==> src/rtl/led_pattern_pkg.sv <==
// Purpose: shared mode encodings, RNG seed and pattern helper functions for led_pattern_gen.
// Latency: n/a (constants and pure combinational functions only).
// Backpressure: n/a.
package led_pattern_pkg;

  localparam logic [1:0] MODE_GRAY    = 2'd0;
  localparam logic [1:0] MODE_RANDOM  = 2'd1;
  localparam logic [1:0] MODE_SCAN    = 2'd2;
  localparam logic [1:0] MODE_BREATHE = 2'd3;

  localparam logic [31:0] RNG_SEED = 32'h0001_0000;

  // Rule-30 cellular automaton on a 32-cell ring: new = left ^ (centre | right).
  function automatic logic [31:0] rule30_next(input logic [31:0] r);
    return {r[0], r[31:1]} ^ (r | {r[30:0], r[31]});
  endfunction

  function automatic logic [31:0] bin2gray(input logic [31:0] b);
    return b ^ (b >> 1);
  endfunction

endpackage

==> src/rtl/led_prescaler.sv <==
// Purpose: LOG2DELAY-bit step prescaler with pause hold, synchronous clear and registered tick.
// Latency: tick rises the cycle after the counter is all-ones; wrap is combinational in that cycle.
// Backpressure: pause holds the counter (no wrap, no tick); clr zeroes it and suppresses the tick.
// Ports: clk, rst_n (async low), pause, clr in; wrap (step-this-edge), tick (registered pulse) out.
module led_prescaler #(
  parameter int LOG2DELAY = 22
) (
  input  logic clk,
  input  logic rst_n,
  input  logic pause,
  input  logic clr,
  output logic wrap,
  output logic tick
);

  logic [LOG2DELAY-1:0] presc_q, presc_d;
  logic                 tick_q, tick_d;

  assign wrap = (&presc_q) & ~pause;
  assign tick = tick_q;

  always_comb begin
    presc_d = presc_q;
    tick_d  = 1'b0;
    if (clr) begin
      presc_d = '0;
    end else if (!pause) begin
      // all-ones + 1 wraps to zero naturally
      presc_d = presc_q + LOG2DELAY'(1);
      tick_d  = wrap;
    end
  end

  always_ff @(posedge clk or negedge rst_n) begin
    if (!rst_n) begin
      presc_q <= '0;
      tick_q  <= 1'b0;
    end else begin
      presc_q <= presc_d;
      tick_q  <= tick_d;
    end
  end

endmodule

==> src/rtl/led_pattern_gen.sv <==
// Purpose: four-mode LED pattern engine (gray count, rule-30 random, bounce scan, PWM breathe).
// Latency: pattern state steps on the tick edge; leds show the new pattern one cycle later.
// Backpressure: none; pause freezes stepping, leds keep refreshing and breathe PWM keeps running.
// Ports: clk, rst_n (async low), mode[1:0], pause in; leds[NUM_LEDS-1:0], tick out.
module led_pattern_gen
  import led_pattern_pkg::*;
#(
  parameter int NUM_LEDS  = 8,
  parameter int LOG2DELAY = 22,
  parameter int PWM_BITS  = 8,
  parameter int RNG_LSB   = 7
) (
  input  logic                clk,
  input  logic                rst_n,
  input  logic [1:0]          mode,
  input  logic                pause,
  output logic [NUM_LEDS-1:0] leds,
  output logic                tick
);

  localparam int POS_W = (NUM_LEDS > 1) ? $clog2(NUM_LEDS) : 1;
  localparam logic [POS_W-1:0] POS_MAX = POS_W'(NUM_LEDS - 1);
  localparam logic [POS_W-1:0] POS_BCK = POS_W'(NUM_LEDS - 2);
  localparam logic [PWM_BITS-1:0] LVL_MAX = '1;

  logic [1:0]          mode_q, mode_d;
  logic [NUM_LEDS-1:0] bin_q, bin_d;
  logic [31:0]         rng_q, rng_d;
  logic [POS_W-1:0]    pos_q, pos_d;
  logic                scan_dn_q, scan_dn_d;
  logic [PWM_BITS-1:0] level_q, level_d;
  logic                br_dn_q, br_dn_d;
  logic [PWM_BITS-1:0] pwm_cnt_q, pwm_cnt_d;
  logic [NUM_LEDS-1:0] leds_q, leds_d;

  logic mode_chg;
  logic wrap;
  logic step;

  assign mode_chg = (mode != mode_q);
  // A mode change outranks a coincident prescaler wrap.
  assign step     = wrap & ~mode_chg;

  led_prescaler #(.LOG2DELAY(LOG2DELAY)) u_presc (
    .clk   (clk),
    .rst_n (rst_n),
    .pause (pause),
    .clr   (mode_chg),
    .wrap  (wrap),
    .tick  (tick)
  );

  always_comb begin
    mode_d    = mode_q;
    bin_d     = bin_q;
    rng_d     = rng_q;
    pos_d     = pos_q;
    scan_dn_d = scan_dn_q;
    level_d   = level_q;
    br_dn_d   = br_dn_q;
    pwm_cnt_d = pwm_cnt_q + PWM_BITS'(1);

    if (mode_chg) begin
      mode_d    = mode;
      bin_d     = '0;
      rng_d     = RNG_SEED;
      pos_d     = '0;
      scan_dn_d = 1'b0;
      level_d   = '0;
      br_dn_d   = 1'b0;
      pwm_cnt_d = '0;
    end else if (step) begin
      case (mode_q)
        MODE_GRAY:   bin_d = bin_q + NUM_LEDS'(1);
        MODE_RANDOM: rng_d = rule30_next(rng_q);
        MODE_SCAN: begin
          // Endpoints are visited once per bounce: turn around onto the neighbour.
          if (!scan_dn_q) begin
            if (pos_q == POS_MAX) begin
              scan_dn_d = 1'b1;
              pos_d     = POS_BCK;
            end else begin
              pos_d = pos_q + POS_W'(1);
            end
          end else begin
            if (pos_q == '0) begin
              scan_dn_d = 1'b0;
              pos_d     = POS_W'(1);
            end else begin
              pos_d = pos_q - POS_W'(1);
            end
          end
        end
        default: begin
          if (!br_dn_q) begin
            if (level_q == LVL_MAX) begin
              br_dn_d = 1'b1;
              level_d = LVL_MAX - PWM_BITS'(1);
            end else begin
              level_d = level_q + PWM_BITS'(1);
            end
          end else begin
            if (level_q == '0) begin
              br_dn_d = 1'b0;
              level_d = PWM_BITS'(1);
            end else begin
              level_d = level_q - PWM_BITS'(1);
            end
          end
        end
      endcase
    end
  end

  // Output mux reads the registered state, so a step shows one cycle after tick.
  always_comb begin
    leds_d = '0;
    case (mode_q)
      MODE_GRAY:   leds_d = NUM_LEDS'(bin2gray(32'(bin_q)));
      MODE_RANDOM: leds_d = rng_q[RNG_LSB +: NUM_LEDS];
      MODE_SCAN:   leds_d = {{(NUM_LEDS-1){1'b0}}, 1'b1} << pos_q;
      default:     leds_d = {NUM_LEDS{pwm_cnt_q < level_q}};
    endcase
  end

  always_ff @(posedge clk or negedge rst_n) begin
    if (!rst_n) begin
      mode_q    <= MODE_GRAY;
      bin_q     <= '0;
      rng_q     <= RNG_SEED;
      pos_q     <= '0;
      scan_dn_q <= 1'b0;
      level_q   <= '0;
      br_dn_q   <= 1'b0;
      pwm_cnt_q <= '0;
      leds_q    <= '0;
    end else begin
      mode_q    <= mode_d;
      bin_q     <= bin_d;
      rng_q     <= rng_d;
      pos_q     <= pos_d;
      scan_dn_q <= scan_dn_d;
      level_q   <= level_d;
      br_dn_q   <= br_dn_d;
      pwm_cnt_q <= pwm_cnt_d;
      leds_q    <= leds_d;
    end
  end

  assign leds = leds_q;

endmodule
==> config.mk <==
export PLATFORM = sky130hd
export DESIGN_NAME = led_pattern_gen
export DESIGN_NICKNAME = d
export VERILOG_FILES = /design/src/rtl/led_pattern_pkg.sv /design/src/rtl/led_prescaler.sv /design/src/rtl/led_pattern_gen.sv
export SDC_FILE = /design/constraint.sdc
export NUM_CORES = 1
export LEC_CHECK = 0
export ABC_AREA = 1
export CELL_PAD_IN_SITES_DETAIL_PLACEMENT = 0
export CELL_PAD_IN_SITES_GLOBAL_PLACEMENT = 1
export CORE_ASPECT_RATIO = 0.5
export CORE_MARGIN = 5
export CORE_UTILIZATION = 48
export CTS_CLUSTER_DIAMETER = 100
export DETAILED_ROUTE_END_ITERATION = 8
export DONT_BUFFER_PORTS = 1
export GPL_TIMING_DRIVEN = 1
export PLACE_DENSITY = 0.86
export SKIP_LAST_GASP = 1
export SYNTH_ARGS = -nofsm -noshare
export SYNTH_HDL_FRONTEND = slang
export SYNTH_SLANG_ARGS = --single-unit
export TNS_END_PERCENT = 5
==> constraint.sdc <==
create_clock -name clk -period 1.8 [get_ports clk]
set_clock_uncertainty 0.1 [all_clocks]
set_input_delay 0.36 -clock clk [delete_from_list [all_inputs] [get_ports clk]]
set_output_delay 0.36 -clock clk [all_outputs]
set_load 0.02 [all_outputs]
==> impl_table.tex, run 1 <==
\begin{tabular}{lr}
\hline
Metric & Value \\
\hline
\multicolumn{2}{l}{\textbf{Routing}} \\
\quad Detailed-route wire length & 12.28 mm \\
\quad Top layer used by detailed routing & met4 \\
\quad Average detailed-routed wire length per instance & 12.91 µm \\
\quad Per-cell via count in the routed design & 5.195 \\
\quad Met2 WL post-DR & 5.690 mm \\
\quad Routed length on met1 & 6.077 mm \\
\quad Initial DRC count & 324 \\
\quad Number of nets with antenna violations after routing & 0 \\
\quad DRT Pass-1 Iters & 5 \\
\quad Drc violations & 0 \\
\quad Number of vias in the routed layout & 4940 \\
\quad Met3 WL & 411 µm \\
\multicolumn{2}{l}{\textbf{Placed design}} \\
\quad Number of placed cells counting well taps & 927 \\
\quad Dpl hpwl & 8.583 mm \\
\quad Minimum setup slack after placement & -0.06282 ns \\
\quad Port buffer count & 0 \\
\quad Weighted congestion at the end of routability-driven global placement & 0.8746 \\
\quad DP Area & 0.006086 mm² \\
\multicolumn{2}{l}{\textbf{Synth}} \\
\quad Cell count after synthesis & 748 \\
\quad Yosys top cell by area & dfrtp\_1 \\
\quad Area of the mapped netlist & 0.005670 mm² \\
\quad Synth Area per Inst & 7.581 µm² \\
\quad Most frequently used flop master after synthesis & dfrtp\_1 \\
\quad Synthesis-stage register bit count & 94 \\
\quad Simple-Gate Fraction of Synth Area & 0.3319 \\
\quad Main combinational cell family by area after synthesis & simple AND/OR/NAND/NOR gates \\
\quad XOR/XNOR share of the synthesized area & 0.06333 \\
\quad Number of warnings issued by yosys & 0 \\
\quad Number of distinct library cells after synthesis & 39 \\
\quad Compound-gate portion of the synthesized area & 0.06884 \\
\quad Share of synthesized cell area in full adder, half adder and majority cells & 0.05075 \\
\quad Post-synth EDFFs & 0 \\
\quad Largest cells by area after synthesis & dfrtp\_1 (41\%), nand2\_1 (11\%), nand3\_1 (11\%), nor2\_1 (7.0\%), ha\_1 (5.1\%) \\
\quad Fraction of post-synthesis cell area in the top cell type by area & 0.4104 \\
\quad Post-synth net total & 776 \\
\quad Fraction of the yosys area taken by sequential cells & 0.4150 \\
\quad Synth async-reset ratio & 1.000 \\
\quad Multiplexer fraction of the synthesized cell area & 0 \\
\multicolumn{2}{l}{\textbf{Floorplan}} \\
\quad Die height & 86.86 µm \\
\quad Starting density of the core & 0.4846 \\
\quad Total Die Area & 0.01422 mm² \\
\quad Area of the core region & 0.01170 mm² \\
\quad Number of primary I/O pins & 14 \\
\quad Total number of placement rows & 28 \\
\quad Die X-Extent & 163.7 µm \\
\multicolumn{2}{l}{\textbf{Critical path}} \\
\quad Endpoint type of the worst setup path & flip-flop \\
\quad Worst-path fanout max & 19 \\
\quad Worst path max stage delay & 0.37 ns \\
\quad Nature of the critical path startpoint & flip-flop \\
\quad Crit path kind & reg2reg \\
\quad Critical path cell sequence & nand2\_1 > nor2\_2 > inv\_2 > nor2\_2 > nand2\_4 > nor2\_4 > buf\_4 > buf\_12 > nand3\_1 > nand2\_1 \\
\quad Required time worst endpoint & 1.99 ns \\
\quad Critical path data arrival time & 1.98 ns \\
\quad Crit-path slowest cell & dfrtp\_1 \\
\multicolumn{2}{l}{\textbf{Pwr}} \\
\quad Pwr Density & 674.8 mW/mm² \\
\quad Leakage power total & 0.003182 µW \\
\quad Peak supply drop & 372.5 µV \\
\multicolumn{2}{l}{\textbf{Final layout}} \\
\quad Ratio of cells with drive above 1 in the final layout & 0.1094 \\
\quad Count of filler cells inserted in the layout & 1115 \\
\quad Area growth syn-to-layout & 14.78\% \\
\quad Final std cell area, no fill & 0.006509 mm² \\
\quad Final standard cell utilization of the core & 0.5562 \\
\quad Post-route insts no fill & 951 \\
\quad Number of nets in the layout & 809 \\
\quad Total inserted antenna cells & 0 \\
\multicolumn{2}{l}{\textbf{Clocking}} \\
\quad Worst skew pair latency & 0.34 ns \\
\quad Clock Path Buffers & 2 \\
\quad Clock input transition at the sequential cells of the worst setup and hold paths & 0.07 ns \\
\quad Number of buffers added by the clock tree synthesis step & 9 \\
\quad CTS root buffer & clkbuf\_16 \\
\quad CTS tree & yes \\
\quad Number of hold buffers added after CTS & 2 \\
\quad Htree depth & 3 \\
\quad Clock Sinks & 94 \\
\multicolumn{2}{l}{\textbf{Run}} \\
\quad \# Max-Cap Violations & 0 \\
\multicolumn{2}{l}{\textbf{STA}} \\
\quad Setup repair after global routing missed its margin & yes \\
\quad Setup-violating endpoint count in the final report & 0 \\
\quad Tcrit/Tclk final & 0.9947 \\
\quad Slew at the pin closest to its max-slew limit & 0.4688 ns \\
\quad Post-route setup TNS & 0 ns \\
\quad Worst max-slew margin expressed relative to the limit & 0.6863 \\
\quad Final worst-path setup slack & 0.009601 ns \\
\quad Max-slew violations & 0 \\
\quad Crit path time final & 1.790 ns \\
\quad Achievable Freq & 0.5585 GHz \\
\quad Hold slack final & -0.3959 ns \\
\quad Final hold viol count & 94 \\
\multicolumn{2}{l}{\textbf{GRT}} \\
\quad Pin count of the biggest net entering global routing & 95 \\
\quad Global-route congestion overflow total & 0 \\
\quad Number of antenna violations at the first check in global routing & 0 \\
\quad Overall Global Routing Usage & 0.1885 \\
\quad Wire length of the first global-routing pass & 22.18 mm \\
\quad Vias in the first global route & 4793 \\
\multicolumn{2}{l}{\textbf{Min path}} \\
\quad Worst min-delay path class & in2async \\
\multicolumn{2}{l}{\textbf{Outcome}} \\
\quad Outcome & finished, violations left \\
\quad Failing checks & negative hold slack \\
\hline
\end{tabular}
==> flip-flops by register name, indices dropped and copies added (netlist names) <==
register	flops
bin_q	8
br_dn_q	1
leds	8
level_q	8
mode_q	2
pos_q	3
pwm_cnt_q	8
rng_q	32
scan_dn_q	1
u_presc.presc_q	22
u_presc.tick	1
==> metal layers <==
metal / up-vias / global-route usage
li1: 2520 / -
met1: 2342 / 0.2538
met2: 69 / 0.3242
met3: 9 / 0.03593
met4: 0 / 0.03425
met5: - / 0
==> synthesized netlist by cell type, drive strengths merged, types with 3 or more instances <==
cell type / instances
a21oi: 22
a221oi: 3
a32oi: 4
buf: 19
clkbuf: 6
dfrtp: 93
ha: 23
inv: 66
nand2: 170
nand3: 122
nand4: 15
nor2: 111
nor3: 8
o21ai: 34
xnor2: 32
xor2: 9
==> report_power, final <==
| part | total, µW | leakage, µW | switching (µW) | internal, µW |
|---|---|---|---|---|
| clock | 1970 | 0.000149 | 848 | 1120 |
| combinational | 274 | 0.00173 | 173 | 101 |
| sequential | 2150 | 0.00130 | 17.8 | 2130 |
==> layout by cell type (no fill, tap or decap), types with 7 or more instances in the layout <==
master     instances
o21ai_0           32
buf_4             38
a21oi_1           22
nand2_1          165
clkbuf_16          9
nand4_1           15
inv_1             57
buf_12             7
nand3_1          120
dfrtp_1           93
nor2_1           104
inv_2              7
xnor2_1           32
xor2_1             9
nor3_1             8
ha_1              23
==> logic make-up (layout without fill, tap and decap cells) <==
| group | after synthesis | in the layout |
|---|---|---|
| AOI/OAI and AO/OA | 69 | 69 |
| xor gates and xnor gates | 41 | 41 |
| adders and majority gates | 23 | 23 |
| buffers and inverters | 92 | 130 |
| DFF | 94 | 94 |
| and+or+nand+nor | 429 | 429 |
==> worst paths after layout <==
check                               startpoint            endpoint  slack, ns  cells past startpoint
max reg2reg                u_presc.presc_q[13]            rng_q[7]       0.01                     10
min reg2reg                       pwm_cnt_q[7]        pwm_cnt_q[7]       0.38                      1
min in group clk                         pause  u_presc.presc_q[1]       0.06                      2
max                        u_presc.presc_q[13]            rng_q[7]       0.01                     10
max in group asynchronous                rst_n           rng_q[16]       1.79                      0
min                                      rst_n           rng_q[24]      -0.40                      0
==> timing repair <==
| item | CTS | global route |
|---|---|---|
| endpoints found under the hold margin | 96 | 94 |
| buffers inserted | 0 | 6 |
| setup endpoints to repair | 33 | 62 |
| resized for setup | 1 | 10 |
| pin swaps | 0 | 2 |
==> critical path: cells and delay by family (launching register included) <==
| family | cells | cell delay, ns |
|---|---|---|
| simple gates | 7 | 0.91 |
| flops | 1 | 0.37 |
| buf+inv | 3 | 0.33 |
==> stage by stage <==
stage	power, µW	hold slack (ns)
final	4392	-0.3959
after global routing	4558	-0.4154
after CTS	4442	-0.4097
after detailed placement	2457	-0.03394
after global placement	2452	-0.03288
after floorplan	2351	-0.03559
==> cell type report <==
| cell class | count | area [µm²] | area share |
|---|---|---|---|
| multi-input combinational | 562 | 2934 | 0.4508 |
| sequential | 94 | 2354 | 0.3616 |
| timing repair buffer | 47 | 445.4 | 0.06844 |
| inverter | 67 | 261.5 | 0.04018 |
| clock buffer | 10 | 239.0 | 0.03672 |
| tap | 165 | 206.4 | 0.03172 |
| clock inverter | 6 | 68.82 | 0.01057 |
No activity file was read; power rests on OpenSTA's default activity.
==> run 2: changes to the inputs <==
SETUP_SLACK_MARGIN = 0.5   (was unset)
==> impl_table.tex, run 2 (same netlist as run 1, synthesis figures left out) <==
\begin{tabular}{lr}
\hline
Metric & Value \\
\hline
\multicolumn{2}{l}{\textbf{Pwr}} \\
\quad Register share of total power & 0.469 (-0.020) \\
\quad Switching Share & 0.2208 (-0.01568) \\
\quad Internal power & 3567 µW (+6.4\%) \\
\quad Net Sw Power & 1011 µW (-2.7\%) \\
\quad Combinational group share of total power & 0.054 (-0.008) \\
\quad Power share of the clock group & 0.477 (+0.028) \\
\quad Peak supply drop & 459.8 µV (+23\%) \\
\quad Leakage power total & 0.003200 µW (+0.56\%) \\
\quad Pwr Density & 703.2 mW/mm² (+4.2\%) \\
\multicolumn{2}{l}{\textbf{Floorplan}} \\
\quad Total Die Area & 0.01422 mm² (unchanged) \\
\quad Number of primary I/O pins & 14 (unchanged) \\
\quad Total number of placement rows & 28 (unchanged) \\
\quad Area of the core region & 0.01170 mm² (unchanged) \\
\quad Die X-Extent & 163.7 µm (unchanged) \\
\quad Die height & 86.86 µm (unchanged) \\
\quad Starting density of the core & 0.4846 (unchanged) \\
\multicolumn{2}{l}{\textbf{Final layout}} \\
\quad Most common cell after layout, fill and taps aside & nand2\_1 \\
\quad Final std cell area, no fill & 0.006509 mm² (unchanged) \\
\quad Highest-count cells in the layout ignoring fill and taps & nand2\_1 (163), nand3\_1 (118), nor2\_1 (104), dfrtp\_1 (91), inv\_1 (55) \\
\quad Count of filler cells inserted in the layout & 1104 (-0.99\%) \\
\quad Final standard cell utilization of the core & 0.5562 (unchanged) \\
\quad Number of nets in the layout & 810 (+0.12\%) \\
\quad Total inserted antenna cells & 0 (unchanged) \\
\quad Largest registers & rng\_q (32), u\_presc.presc\_q (22) \\
\quad Max reg flops & 32 (unchanged) \\
\quad Largest register by flop count & rng\_q \\
\quad Ratio of cells with drive above 1 in the final layout & 0.1196 (+0.01018) \\
\quad Post-route insts no fill & 951 (unchanged) \\
\quad Area growth syn-to-layout & 14.78\% (unchanged) \\
\multicolumn{2}{l}{\textbf{Clocking}} \\
\quad Clock Path Buffers & 2 (unchanged) \\
\quad Worst skew pair latency & 0.35 ns (about the same) \\
\quad CTS root buffer & clkbuf\_16 \\
\quad Htree depth & 3 (unchanged) \\
\quad Number of buffers added by the clock tree synthesis step & 9 (unchanged) \\
\quad CTS tree & yes \\
\quad Clock Sinks & 94 (unchanged) \\
\quad Number of hold buffers added after CTS & 2 (unchanged) \\
\quad Clock input transition at the sequential cells of the worst setup and hold paths & 0.07 ns (about the same) \\
\multicolumn{2}{l}{\textbf{GRT}} \\
\quad Overall Global Routing Usage & 0.1929 (+0.004373) \\
\quad Number of antenna violations at the first check in global routing & 0 (unchanged) \\
\quad Global-route congestion overflow total & 0 (unchanged) \\
\quad Pin count of the biggest net entering global routing & 95 (unchanged) \\
\quad Wire length of the first global-routing pass & 22.56 mm (+1.7\%) \\
\quad Vias in the first global route & 4837 (+0.92\%) \\
\multicolumn{2}{l}{\textbf{Critical path}} \\
\quad Nature of the critical path startpoint & flip-flop \\
\quad Crit path kind & reg2reg \\
\quad Critical path data arrival time & 1.97 ns (about the same) \\
\quad Endpoint type of the worst setup path & flip-flop \\
\quad Worst-path fanout max & 6 (-13) \\
\quad R2R cell count & 10 (unchanged) \\
\quad Required time worst endpoint & 1.99 ns (about the same) \\
\multicolumn{2}{l}{\textbf{STA}} \\
\quad Slew at the pin closest to its max-slew limit & 0.4788 ns (+0.01005 ns) \\
\quad Final hold viol count & 94 (unchanged) \\
\quad Worst max-slew margin expressed relative to the limit & 0.6796 (-0.006725) \\
\quad Max-slew violations & 0 (unchanged) \\
\quad Setup-violating endpoint count in the final report & 0 (unchanged) \\
\quad Hold slack final & -0.4013 ns (-0.005320 ns) \\
\quad Post-route setup TNS & 0 ns (unchanged) \\
\quad Tcrit/Tclk final & 0.9870 (-0.007649) \\
\quad Setup repair after global routing missed its margin & yes \\
\quad Crit path time final & 1.777 ns (-0.01377 ns) \\
\quad Achievable Freq & 0.5629 GHz (+0.77\%) \\
\multicolumn{2}{l}{\textbf{Routing}} \\
\quad Number of vias in the routed layout & 4961 (+0.43\%) \\
\quad Per-cell via count in the routed design & 5.217 (+0.43\%) \\
\quad DRT Pass-1 Iters & 5 (unchanged) \\
\quad Initial DRC count & 430 (+33\%) \\
\quad Drc violations & 0 (unchanged) \\
\quad Detailed-route wire length & 12.60 mm (+2.6\%) \\
\quad Average detailed-routed wire length per instance & 13.25 µm (+2.6\%) \\
\quad Number of nets with antenna violations after routing & 0 (unchanged) \\
\multicolumn{2}{l}{\textbf{Placed design}} \\
\quad Weighted congestion at the end of routability-driven global placement & 0.8820 (+0.85\%) \\
\quad Dpl hpwl & 8.637 mm (+0.62\%) \\
\quad Port buffer count & 0 (unchanged) \\
\quad DP Area & 0.006028 mm² (-0.95\%) \\
\quad Number of placed cells counting well taps & 926 (-0.11\%) \\
\multicolumn{2}{l}{\textbf{Outcome}} \\
\quad Failing checks & negative hold slack \\
\quad Outcome & finished, violations left \\
\multicolumn{2}{l}{\textbf{Min path}} \\
\quad Worst min-delay path class & in2async \\
\multicolumn{2}{l}{\textbf{Run}} \\
\quad \# Max-Cap Violations & 0 (unchanged) \\
\hline
\end{tabular}
==> run 2: cell types whose count changed in the layout (fill, tap and decap cells not counted), moves of 2 or more <==
cell       change
nand3_1        -2
nand2_2        +2
nand2_1        -2
bufinv_16      +2
inv_1          -2
inv_2          +3
dfrtp_1        -2
buf_12         -6
buf_6          +3
dfrtp_2        +2
buf_4          +3
==> run 2: power groups by stage <==
stage | logic [µW] | registers [µW] | clock network [µW]
after floorplan | 165 | 2190 | 0
after global placement | 233 | 2190 | 0
after detailed placement | 235 | 2190 | 0
after CTS | 240 | 2150 | 2220
after global routing | 275 | 2150 | 2300
final | 246 | 2150 | 2180
==> run 2: what timing repair did <==
| action | in CTS | in global routing |
|---|---|---|
| resized for setup | 11 | 10 |
| buffers inserted | 5 | 2 |
| endpoints found under the setup margin | 82 | 86 |
| pin swaps | 1 | 0 |
| gates cloned | 1 | 0 |
| hold endpoints to repair | 96 | 94 |
==> run 2: worst max-delay path, stage by stage, from the launching register on <==
cell and delay [ns]:
dfrtp_1 0.37, nand2_1 0.12, nor2_2 0.15, inv_2 0.05
nor2_2 0.22, nand2_4 0.11, nor2_4 0.14, buf_4 0.13
buf_2 0.16, nand3_1 0.08, nand2_1 0.07
==> run 2: per-layer routing <==
| metal | routed length [µm] | track usage |
|---|---|---|
| met2 | 5878 | 0.3280 |
| met1 | 6104 | 0.2556 |
| met3 | 469 | 0.03783 |
| met4 | 143 | 0.05099 |
| met5 | 0 | 0 |
==> run 2: final cells by class <==
cell class	count	area, µm²	share of cell area
sequential	94	2356	0.3620
clock inverter	5	107.6	0.01653
tap	165	206.4	0.03172
timing repair buffer	48	386.6	0.05940
inverter	67	264.0	0.04056
multi-input combinational	562	2959	0.4546
clock buffer	10	229.0	0.03518
==> run 2: final timing paths <==
kind                                      from                  to  slack [ns]
max                        u_presc.presc_q[13]           rng_q[18]        0.02
min reg2reg                       pwm_cnt_q[7]        pwm_cnt_q[7]        0.38
min in group clk                         pause  u_presc.presc_q[1]        0.07
max in group asynchronous                rst_n           rng_q[16]        1.79
min                                      rst_n           rng_q[25]       -0.40
max reg2reg                u_presc.presc_q[13]           rng_q[18]        0.02
==> run 2: metrics by stage <==
step / setup WS (ns) / total power (µW)
after CTS: 0.04757 / 4613
after floorplan: 0.1459 / 2351
after detailed placement: -0.04017 / 2423
after global routing: -0.1365 / 4728
after global placement: -0.001997 / 2421
final: 0.02337 / 4577
